`src/rtl/cache_pkg.sv`:
```
// Shared cache definitions: controller state encoding, line/word geometry,
// and word select/merge helpers used on the data path.
package cache_pkg;

  localparam int WAY_NUM       = 4;
  localparam int LINE_WIDTH    = 128;
  localparam int WORD_WIDTH    = 32;
  localparam int WORD_IDX_LSB  = 2;
  localparam int WORD_IDX_W    = 2;
  localparam int LINE_OFFSET_W = 4;

  typedef logic [LINE_WIDTH-1:0] line_t;
  typedef logic [WORD_WIDTH-1:0] word_t;
  typedef logic [WORD_IDX_W-1:0] word_idx_t;
  typedef logic [WAY_NUM-1:0]    way_oh_t;
  typedef logic [1:0]            way_idx_t;

  typedef enum logic [2:0] {
    ST_IDLE   = 3'd0,
    ST_LOOKUP = 3'd1,
    ST_WB     = 3'd2,
    ST_MREQ   = 3'd3,
    ST_MWAIT  = 3'd4,
    ST_RESP   = 3'd5
  } state_e;

  function automatic word_t word_sel(input line_t line, input word_idx_t idx);
    return line[int'(idx)*WORD_WIDTH +: WORD_WIDTH];
  endfunction

  function automatic line_t word_merge(input line_t line, input word_idx_t idx, input word_t w);
    line_t r;
    r = line;
    r[int'(idx)*WORD_WIDTH +: WORD_WIDTH] = w;
    return r;
  endfunction

  function automatic way_oh_t way_onehot(input way_idx_t way);
    way_oh_t r;
    r      = '0;
    r[way] = 1'b1;
    return r;
  endfunction

  // Isolates the lowest set bit so a multi-hot lookup still writes a single way.
  function automatic way_oh_t lowest_set(input way_oh_t v);
    return v & (~v + way_oh_t'(1));
  endfunction

endpackage

```
`src/rtl/cache_miss_ctrl.sv`:
```
// Single-outstanding cache miss controller: hit service, dirty victim
// write-back, line refill from memory, and word merge for stores.
//
// state  | meaning
// IDLE   | ready for a new CPU request
// LOOKUP | tag result valid; hit served here, miss info captured
// WB     | pushing dirty victim line to the write buffer
// MREQ   | issuing the line read to memory
// MWAIT  | waiting for the single-beat refill
// RESP   | one-cycle completion pulse to the CPU
module cache_miss_ctrl #(
  parameter int ADDR_WIDTH = 32,
  parameter int LINE_WIDTH = cache_pkg::LINE_WIDTH
) (
  input  logic                  clk,
  input  logic                  rst,
  input  logic                  req_valid,
  output logic                  req_ready,
  input  logic                  req_wr,
  input  logic [ADDR_WIDTH-1:0] req_addr,
  input  logic [31:0]           req_wdata,
  input  logic [3:0]            lk_hit,
  input  logic [1:0]            lk_victim,
  input  logic                  lk_dirty,
  input  logic [ADDR_WIDTH-1:0] lk_victim_addr,
  input  logic [LINE_WIDTH-1:0] lk_line,
  output logic                  wb_valid,
  input  logic                  wb_ready,
  output logic [ADDR_WIDTH-1:0] wb_addr,
  output logic [LINE_WIDTH-1:0] wb_data,
  output logic                  mem_req_valid,
  input  logic                  mem_req_ready,
  output logic [ADDR_WIDTH-1:0] mem_req_addr,
  input  logic                  mem_resp_valid,
  input  logic [LINE_WIDTH-1:0] mem_resp_data,
  output logic [3:0]            line_we,
  output logic [LINE_WIDTH-1:0] line_wdata,
  output logic                  resp_valid,
  output logic [31:0]           resp_rdata
);

  import cache_pkg::*;

  state_e                state_q, state_d;
  logic                  wr_q, wr_d;
  logic [ADDR_WIDTH-1:0] addr_q, addr_d;
  word_t                 wdata_q, wdata_d;
  way_idx_t              victim_q, victim_d;
  logic [ADDR_WIDTH-1:0] victim_addr_q, victim_addr_d;
  line_t                 victim_line_q, victim_line_d;
  word_t                 rdata_q, rdata_d;

  word_idx_t widx;
  logic      lk_any_hit;
  way_oh_t   hit_way;

  assign widx       = addr_q[WORD_IDX_LSB +: WORD_IDX_W];
  assign lk_any_hit = |lk_hit;
  assign hit_way    = lowest_set(lk_hit);

  always_ff @(posedge clk) begin
    if (rst) begin
      state_q       <= ST_IDLE;
      wr_q          <= 1'b0;
      addr_q        <= '0;
      wdata_q       <= '0;
      victim_q      <= '0;
      victim_addr_q <= '0;
      victim_line_q <= '0;
      rdata_q       <= '0;
    end else begin
      state_q       <= state_d;
      wr_q          <= wr_d;
      addr_q        <= addr_d;
      wdata_q       <= wdata_d;
      victim_q      <= victim_d;
      victim_addr_q <= victim_addr_d;
      victim_line_q <= victim_line_d;
      rdata_q       <= rdata_d;
    end
  end

  always_comb begin
    state_d = state_q;
    unique case (state_q)
      ST_IDLE:   if (req_valid) state_d = ST_LOOKUP;
      ST_LOOKUP: begin
        if (lk_any_hit)    state_d = ST_RESP;
        else if (lk_dirty) state_d = ST_WB;
        else               state_d = ST_MREQ;
      end
      ST_WB:     if (wb_ready)       state_d = ST_MREQ;
      ST_MREQ:   if (mem_req_ready)  state_d = ST_MWAIT;
      ST_MWAIT:  if (mem_resp_valid) state_d = ST_RESP;
      ST_RESP:   state_d = ST_IDLE;
      default:   state_d = ST_IDLE;
    endcase
  end

  // Request latch, miss capture and load-word capture.
  always_comb begin
    wr_d          = wr_q;
    addr_d        = addr_q;
    wdata_d       = wdata_q;
    victim_d      = victim_q;
    victim_addr_d = victim_addr_q;
    victim_line_d = victim_line_q;
    rdata_d       = rdata_q;
    unique case (state_q)
      ST_IDLE: begin
        if (req_valid) begin
          wr_d    = req_wr;
          addr_d  = req_addr;
          wdata_d = req_wdata;
        end
      end
      ST_LOOKUP: begin
        if (lk_any_hit) begin
          rdata_d = wr_q ? '0 : word_sel(lk_line, widx);
        end else begin
          victim_d      = lk_victim;
          victim_addr_d = lk_victim_addr;
          victim_line_d = lk_line;
        end
      end
      ST_MWAIT: begin
        if (mem_resp_valid) rdata_d = wr_q ? '0 : word_sel(mem_resp_data, widx);
      end
      default: ;
    endcase
  end

  always_comb begin
    req_ready     = 1'b0;
    wb_valid      = 1'b0;
    wb_addr       = '0;
    wb_data       = '0;
    mem_req_valid = 1'b0;
    mem_req_addr  = '0;
    line_we       = '0;
    line_wdata    = '0;
    resp_valid    = 1'b0;
    resp_rdata    = '0;
    unique case (state_q)
      ST_IDLE: req_ready = 1'b1;
      ST_LOOKUP: begin
        if (lk_any_hit && wr_q) begin
          line_we    = hit_way;
          line_wdata = word_merge(lk_line, widx, wdata_q);
        end
      end
      ST_WB: begin
        wb_valid = 1'b1;
        wb_addr  = victim_addr_q;
        wb_data  = victim_line_q;
      end
      ST_MREQ: begin
        mem_req_valid = 1'b1;
        mem_req_addr  = {addr_q[ADDR_WIDTH-1:LINE_OFFSET_W], {LINE_OFFSET_W{1'b0}}};
      end
      ST_MWAIT: begin
        if (mem_resp_valid) begin
          line_we    = way_onehot(victim_q);
          line_wdata = wr_q ? word_merge(mem_resp_data, widx, wdata_q) : mem_resp_data;
        end
      end
      ST_RESP: begin
        resp_valid = 1'b1;
        resp_rdata = rdata_q;
      end
      default: ;
    endcase
  end

endmodule

```
`config.mk`:
```
export PLATFORM = sky130hd
export DESIGN_NAME = cache_miss_ctrl
export DESIGN_NICKNAME = d
export VERILOG_FILES = /design/src/rtl/cache_pkg.sv /design/src/rtl/cache_miss_ctrl.sv
export SDC_FILE = /design/constraint.sdc
export NUM_CORES = 1
export LEC_CHECK = 0
export ABC_AREA = 1
export CAP_MARGIN = 40
export CORE_AREA = 5 5 276 278
export DETAILED_ROUTE_END_ITERATION = 10
export DIE_AREA = 0 0 281 283
export PLACE_DENSITY_LB_ADDON = 0.08
export SLEW_MARGIN = 25
export SYNTH_ARGS = -nofsm -noshare
export SYNTH_HDL_FRONTEND = slang
export SYNTH_SLANG_ARGS = --single-unit
```
`constraint.sdc`:
```
create_clock -name clk -period 6.1 [get_ports clk]
set_clock_uncertainty 0.05 [all_clocks]
set_input_delay 0.915 -clock clk [delete_from_list [all_inputs] [get_ports clk]]
set_output_delay 0.915 -clock clk [all_outputs]
set_load 0.1 [all_outputs]
```
==> flow_summary.ini, run 1 <==
[pwr]
powerDensity_nw_per_um2 = 203.5
ir_worst_vdd_mv = 0.1948
leakagePower_nw = 13.33

[place]
place_congestion = 0.8616
io_buffers = 719
dpl.hpwl_um = 89040
placed_cell_area_um2 = 31660
pre_cts_ws_ns = 1.470

[logic_synthesis]
yosys_warnings = 0
synth_cells = 3216
syn_area_per_cell_um2 = 5.783
yosysSeqAreaShare = 0.2799
ys_seq_elements = 260
synth_area_um2 = 18600
synth.distinct_cells = 31

[sta]
tns_ns = 0
drv_slew = 0
setup_viol = 0
setup_slack_ns = 1.001
timing.final.crit_period_ns = 5.099
post-route-period-util = 0.8358
slew_headroom = 0.3910
tightest_slew_ns = 0.9135
grt_setup_unrepaired = false
final-hold-violation-count = 0
max_freq_mhz = 196.1

[drt]
drc = 0
ant_nets = 0
wl_per_cell_um = 23.44
drt_iter0_markers = 1414
via_per_inst = 4.756
via_count = 23740
drtPass1Iterations = 8
wl_um = 117000

[setup_path]
setup.worst_path.start_class = flip-flop
reg2reg_from = addr_q[2]$_SDFFE_PP0P_
r2r-end = rdata_q[7]$_SDFFE_PP0P_
worstPathMaxFanout = 53
cp-end-kind = primary output
required_ns = 5.13
r2r_cells = 9
ff2ff_setup_slack_ns = 3.48
worstPathArrival_ns = 4.13
path_class = flip-flop to primary output

[grt]
grt_util_all_layers = 0.2793
grt_antenna_before_repair = 21
grt_max_degree = 139
grt_overflow = 0
grt_pass1_vias = 23300
grt_pass1_wl_um = 165400

[cells_and_area]
fill_cells = 7691
area_growth_syn_to_layout_pct = 77.71
regArea_um2 = 5210
layout-drive-gt1-share = 0.1324
multi_input_area_um2 = 10280
nNetsFinal = 4351
design_area_um2 = 33050

[floorplanning]
die_w_um = 281
dieArea_um2 = 79520
start_util = 0.2524
rows = 100
core_um2 = 73700
dieHeight_um = 283
ioPinCount = 726

[clock_network]
cts.clk_slew.worst_paths_ns = 0.06
htree_levels = 2
postCtsResizedCells = 0
cts_tree = done
cts.hold.buffers_added = 0
cts_root_buf = clkbuf_16
cts.sinks = 260
worst_skew_pair.late_latency_ns = 0.57
post_cts_buffers = 0
cts_inserted_buffers = 40
clock_path_buffers = 3

[min_path]
min_to = rdata_q[21]$_SDFFE_PP0P_
holdPathStages = 2
min_from = rdata_q[21]$_SDFFE_PP0P_
holdCritPathClass = flip-flop to flip-flop

[run]
drv_cap = 0

[status]
outcome = finished, final reports clean
[cells in the mapped netlist]
library cell / instances / area [um2]
conb_1: 1 / 3.750
buf_1: 23 / 86.33
clkinv_1: 1 / 3.750
nand3b_1: 1 / 7.510
a211oi_1: 187 / 1404
nor2_2: 1 / 6.260
a31oi_1: 4 / 25.02
buf_6: 5 / 56.30
buf_2: 74 / 370.4
a211oi_2: 28 / 350.3
nand3_1: 201 / 1006
dfxtp_1: 260 / 5205
inv_1: 533 / 2001
nand4_1: 8 / 50.05
clkbuf_1: 157 / 589.3
nor3_1: 3 / 15.01
nand3_2: 2 / 20.02
nor2_4: 2 / 22.52
o21ai_0: 375 / 1877
o21ai_1: 33 / 165.2
o32ai_1: 1 / 8.760
nor3_4: 2 / 32.53
o211ai_1: 25 / 187.7
a21oi_1: 150 / 750.7
inv_2: 6 / 22.52
nand2_1: 655 / 2459
o22ai_1: 3 / 18.77
nand2_2: 2 / 12.51
nor2_1: 462 / 1734
buf_4: 6 / 45.04
ha_1: 5 / 62.56
[where the power goes]
part	internal, W	total, W	switching, W
combinational	0.000767	0.00247	0.00170
sequential	0.00182	0.00191	0.0000899
clock	0.00135	0.00235	0.000993
[kinds of logic after synthesis]
group	synth area share
simple gates	0.2885
compound gates	0.2574
buf+inv	0.1707
flops	0.2799
fa+ha+maj	0.003364
other cells	0.0002016
[registers in the layout (all words and copies together) (netlist names)]
signal and count:
victim_line_q 128, rdata_q 32, victim_addr_q 32, wdata_q 32, addr_q 30, state_q 3
victim_q 2, wr_q 1
[through the flow]
step             util  instances  hold WS (ns)  power (W)
6_report       0.4485       4991        0.4138   0.006725
5_1_grt        0.4484       4988        0.4255   0.007035
4_1_cts        0.4470       4976        0.4149   0.006794
3_5_place_dp   0.4296       4904        0.4042   0.004415
2_1_floorplan       -       3219        0.3899   0.003355
3_3_place_gp   0.3642       4683        0.4044   0.004364
[how the worst max path moves through the flow]
stage	start	cells past startpoint	endpoint	slack, ns
floorplan	state_q[2]$_SDFFE_PP0P_	5	resp_rdata[10]	0.57
global route	addr_q[2]$_SDFFE_PP0P_	11	line_wdata[72]	0.80
finish	addr_q[2]$_SDFFE_PP0P_	11	line_wdata[72]	1.00
CTS	addr_q[2]$_SDFFE_PP0P_	11	line_wdata[76]	0.94
global placement	addr_q[2]$_SDFFE_PP0P_	9	line_wdata[61]	1.30
detailed placement	lk_hit[0]	7	line_wdata[51]	1.47
[placed cells by master, fill, tap and decap left out, types with 124 or more instances in the layout]
cell	instances
nand2_1	655
o21ai_0	375
inv_1	529
nand3_1	199
buf_16	124
dfxtp_1	258
a21oi_1	150
nor2_1	460
clkdlybuf4s50_1	577
a211oi_1	187
[worst max-delay path, stage by stage (launching register included)]
cell     delay (ns)
dfxtp_4        0.68
inv_6          0.30
ha_2           0.42
inv_1          0.27
buf_4          0.38
nor2_2         0.12
buf_4          0.36
nand2_1        0.13
nand2_1        0.10
o21ai_0        0.08
o21ai_0        0.45
buf_12         0.24
[per-layer routing]
layer / routed length (um) / track usage / up-vias
li1: - / - / 11800
met1: 44550 / 0.3123 / 10970
met2: 59750 / 0.5112 / 748
met3: 7199 / 0.05978 / 203
met4: 5363 / 0.1142 / 18
met5: 113 / 0 / -
[cell type report]
cell class,count,area share
Timing Repair Buffer,984,0.3932
Multi-Input combinational cell,2154,0.3110
Sequential cell,260,0.1576
Inverter,540,0.06156
Tap cell,969,0.03668
Clock buffer,54,0.03430
Clock inverter,18,0.004694
Antenna cell,12,0.0009086
Note: power is estimated with default switching activity, not from simulation.
==> run 2: changes to the inputs <==
- clock period: 6.1 -> 4.4 ns (I/O delays scaled with it)
==> flow_summary.ini, run 2 (synthesized netlist as in run 1, its figures left out) <==
[run]
drv_cap = 0

[setup_path]
worst_path_max_delay_cell = inv_1
ff2ff_setup_slack_ns = 1.74
required_ns = 3.69
worstPathMaxFanout = 22
max_stage_delay_ns = 0.61
path_class = flip-flop to primary output
reg2reg_from = addr_q[2]$_SDFFE_PP0P_
setup.worst_path.start_class = flip-flop
worstPathArrival_ns = 3.47
startpoint = addr_q[3]$_SDFFE_PP0P_
crit_chain = inv_2 > ha_2 > inv_1 > buf_4 > nand3_1 > nand2_1 > o21ai_0 > o21ai_1 > buf_12
cp-end-kind = primary output

[floorplanning]
ioPinCount = 726
dieArea_um2 = 79520
dieHeight_um = 283
start_util = 0.2524
rows = 100
die_w_um = 281
core_um2 = 73700

[clock_network]
postCtsResizedCells = 0
worst_skew_pair.late_latency_ns = 0.56
cts.hold.buffers_added = 0
post_cts_buffers = 0
cts_inserted_buffers = 39
cts.sinks = 260
cts_root_buf = clkbuf_16
cts.clk_slew.worst_paths_ns = 0.06
cts_tree = done
htree_levels = 2
clock_path_buffers = 3

[grt]
grt_max_degree = 132
grt_antenna_before_repair = 20
grt_overflow = 0
grt_pass1_vias = 22540
grt_pass1_wl_um = 161300
grt_util_all_layers = 0.2730

[status]
outcome = finished, final reports clean

[cells_and_area]
nNetsFinal = 4179
area_growth_syn_to_layout_pct = 57.75
largest_reg_flops = 128
final_common_cell = nand2_1
final_cells = 4810
fill_cells = 7991
utilization = 0.3981
layout-drive-gt1-share = 0.1394
top_register = victim_line_q
layout_common_cells = 655 x nand2_1, 530 x inv_1, 459 x nor2_1

[drt]
via_count = 23120
wl_um = 114500
drc = 0
via_per_inst = 4.807
drt_iter0_markers = 1578
drtPass1Iterations = 6
wl_per_cell_um = 23.81
ant_nets = 0

[place]
pre_cts_ws_ns = 0.7420
placedCellCount = 4735
io_buffers = 719
dpl.hpwl_um = 88430
place_congestion = 0.8946

[pwr]
ir_worst_vdd_mv = 0.2365
powerDensity_nw_per_um2 = 320.3
leakagePower_nw = 12.14

[sta]
slew_headroom = 0.4487
max_freq_mhz = 239.1
timing.final.crit_period_ns = 4.183
grt_setup_unrepaired = false
tns_ns = 0
final-hold-violation-count = 0
setup_viol = 0
post-route-period-util = 0.9506
drv_slew = 0
setup_slack_ns = 0.2173
tightest_slew_ns = 0.8270

[min_path]
holdCritPathClass = flip-flop to flip-flop
min_from = victim_addr_q[13]$_SDFFE_PP0P_
==> run 2: changes by cell type in the layout (fill, tap and decap cells not counted), moves of 7 or more <==
| cell | delta |
|---|---|
| o21ai_1 | +103 |
| buf_2 | -7 |
| buf_4 | +140 |
| buf_12 | +65 |
| o21ai_0 | -104 |
| buf_8 | -76 |
| clkdlybuf4s50_1 | -183 |
| buf_16 | -110 |
==> run 2: worst max-delay path: cells and delay by family (launching register included) <==
| kind | cells | cell delay [ns] |
|---|---|---|
| adder cells (fa/ha/maj) | 1 | 0.43 |
| flip-flops | 1 | 0.32 |
| buffers and inverters | 4 | 1.50 |
| AND/OR/NAND/NOR | 2 | 0.24 |
| AO/OA/AOI/OAI | 2 | 0.40 |
==> run 2: final timing paths <==
check                                    to  depth (start not counted)
max                         line_wdata[109]                          9
min          victim_addr_q[13]$_SDFFE_PP0P_                          2
max reg2reg        rdata_q[18]$_SDFFE_PP0P_                         10
min reg2reg  victim_addr_q[13]$_SDFFE_PP0P_                          2
==> run 2: layer usage <==
layer,global-route usage,up-vias,part of all wire
li1,-,11450,-
met2,0.5052,747,0.52
met5,0,-,0.0011
met3,0.05739,139,0.065
met4,0.08691,22,0.032
met1,0.3114,10760,0.38
==> run 2: power breakdown <==
| part | switching (W) | internal (W) | total [W] |
|---|---|---|---|
| clock | 0.00129 | 0.00193 | 0.00322 |
| combinational | 0.00241 | 0.00114 | 0.00355 |
| sequential | 0.000111 | 0.00252 | 0.00263 |
==> run 2: area by class of cell <==
cell class / instances / area, um2 / share of cell area
Clock inverter: 12 / 188.9 / 0.006440
Inverter: 540 / 2034 / 0.06934
Clock buffer: 52 / 1065 / 0.03629
Tap cell: 969 / 1212 / 0.04133
Sequential cell: 260 / 5210 / 0.1776
Timing Repair Buffer: 813 / 9311 / 0.3174
Antenna cell: 10 / 25.02 / 0.0008530
Multi-Input combinational cell: 2154 / 10290 / 0.3508
==> run 2: through the flow <==
step                      area (um2)  total power (W)  hold WS (ns)
after floorplan                18620         0.004669        0.3899
after global placement         27330         0.006189        0.4032
after detailed placement       28030         0.006235        0.4052
after CTS                      29280         0.009474        0.4135
after global routing           29330         0.009816        0.4288
final                          29340         0.009396        0.4114
==> run 3: changes to the inputs <==
- TNS_END_PERCENT: not set -> 100
==> results of run 3 <==
Final layout, timing and power as in run 2 (identical DEF).
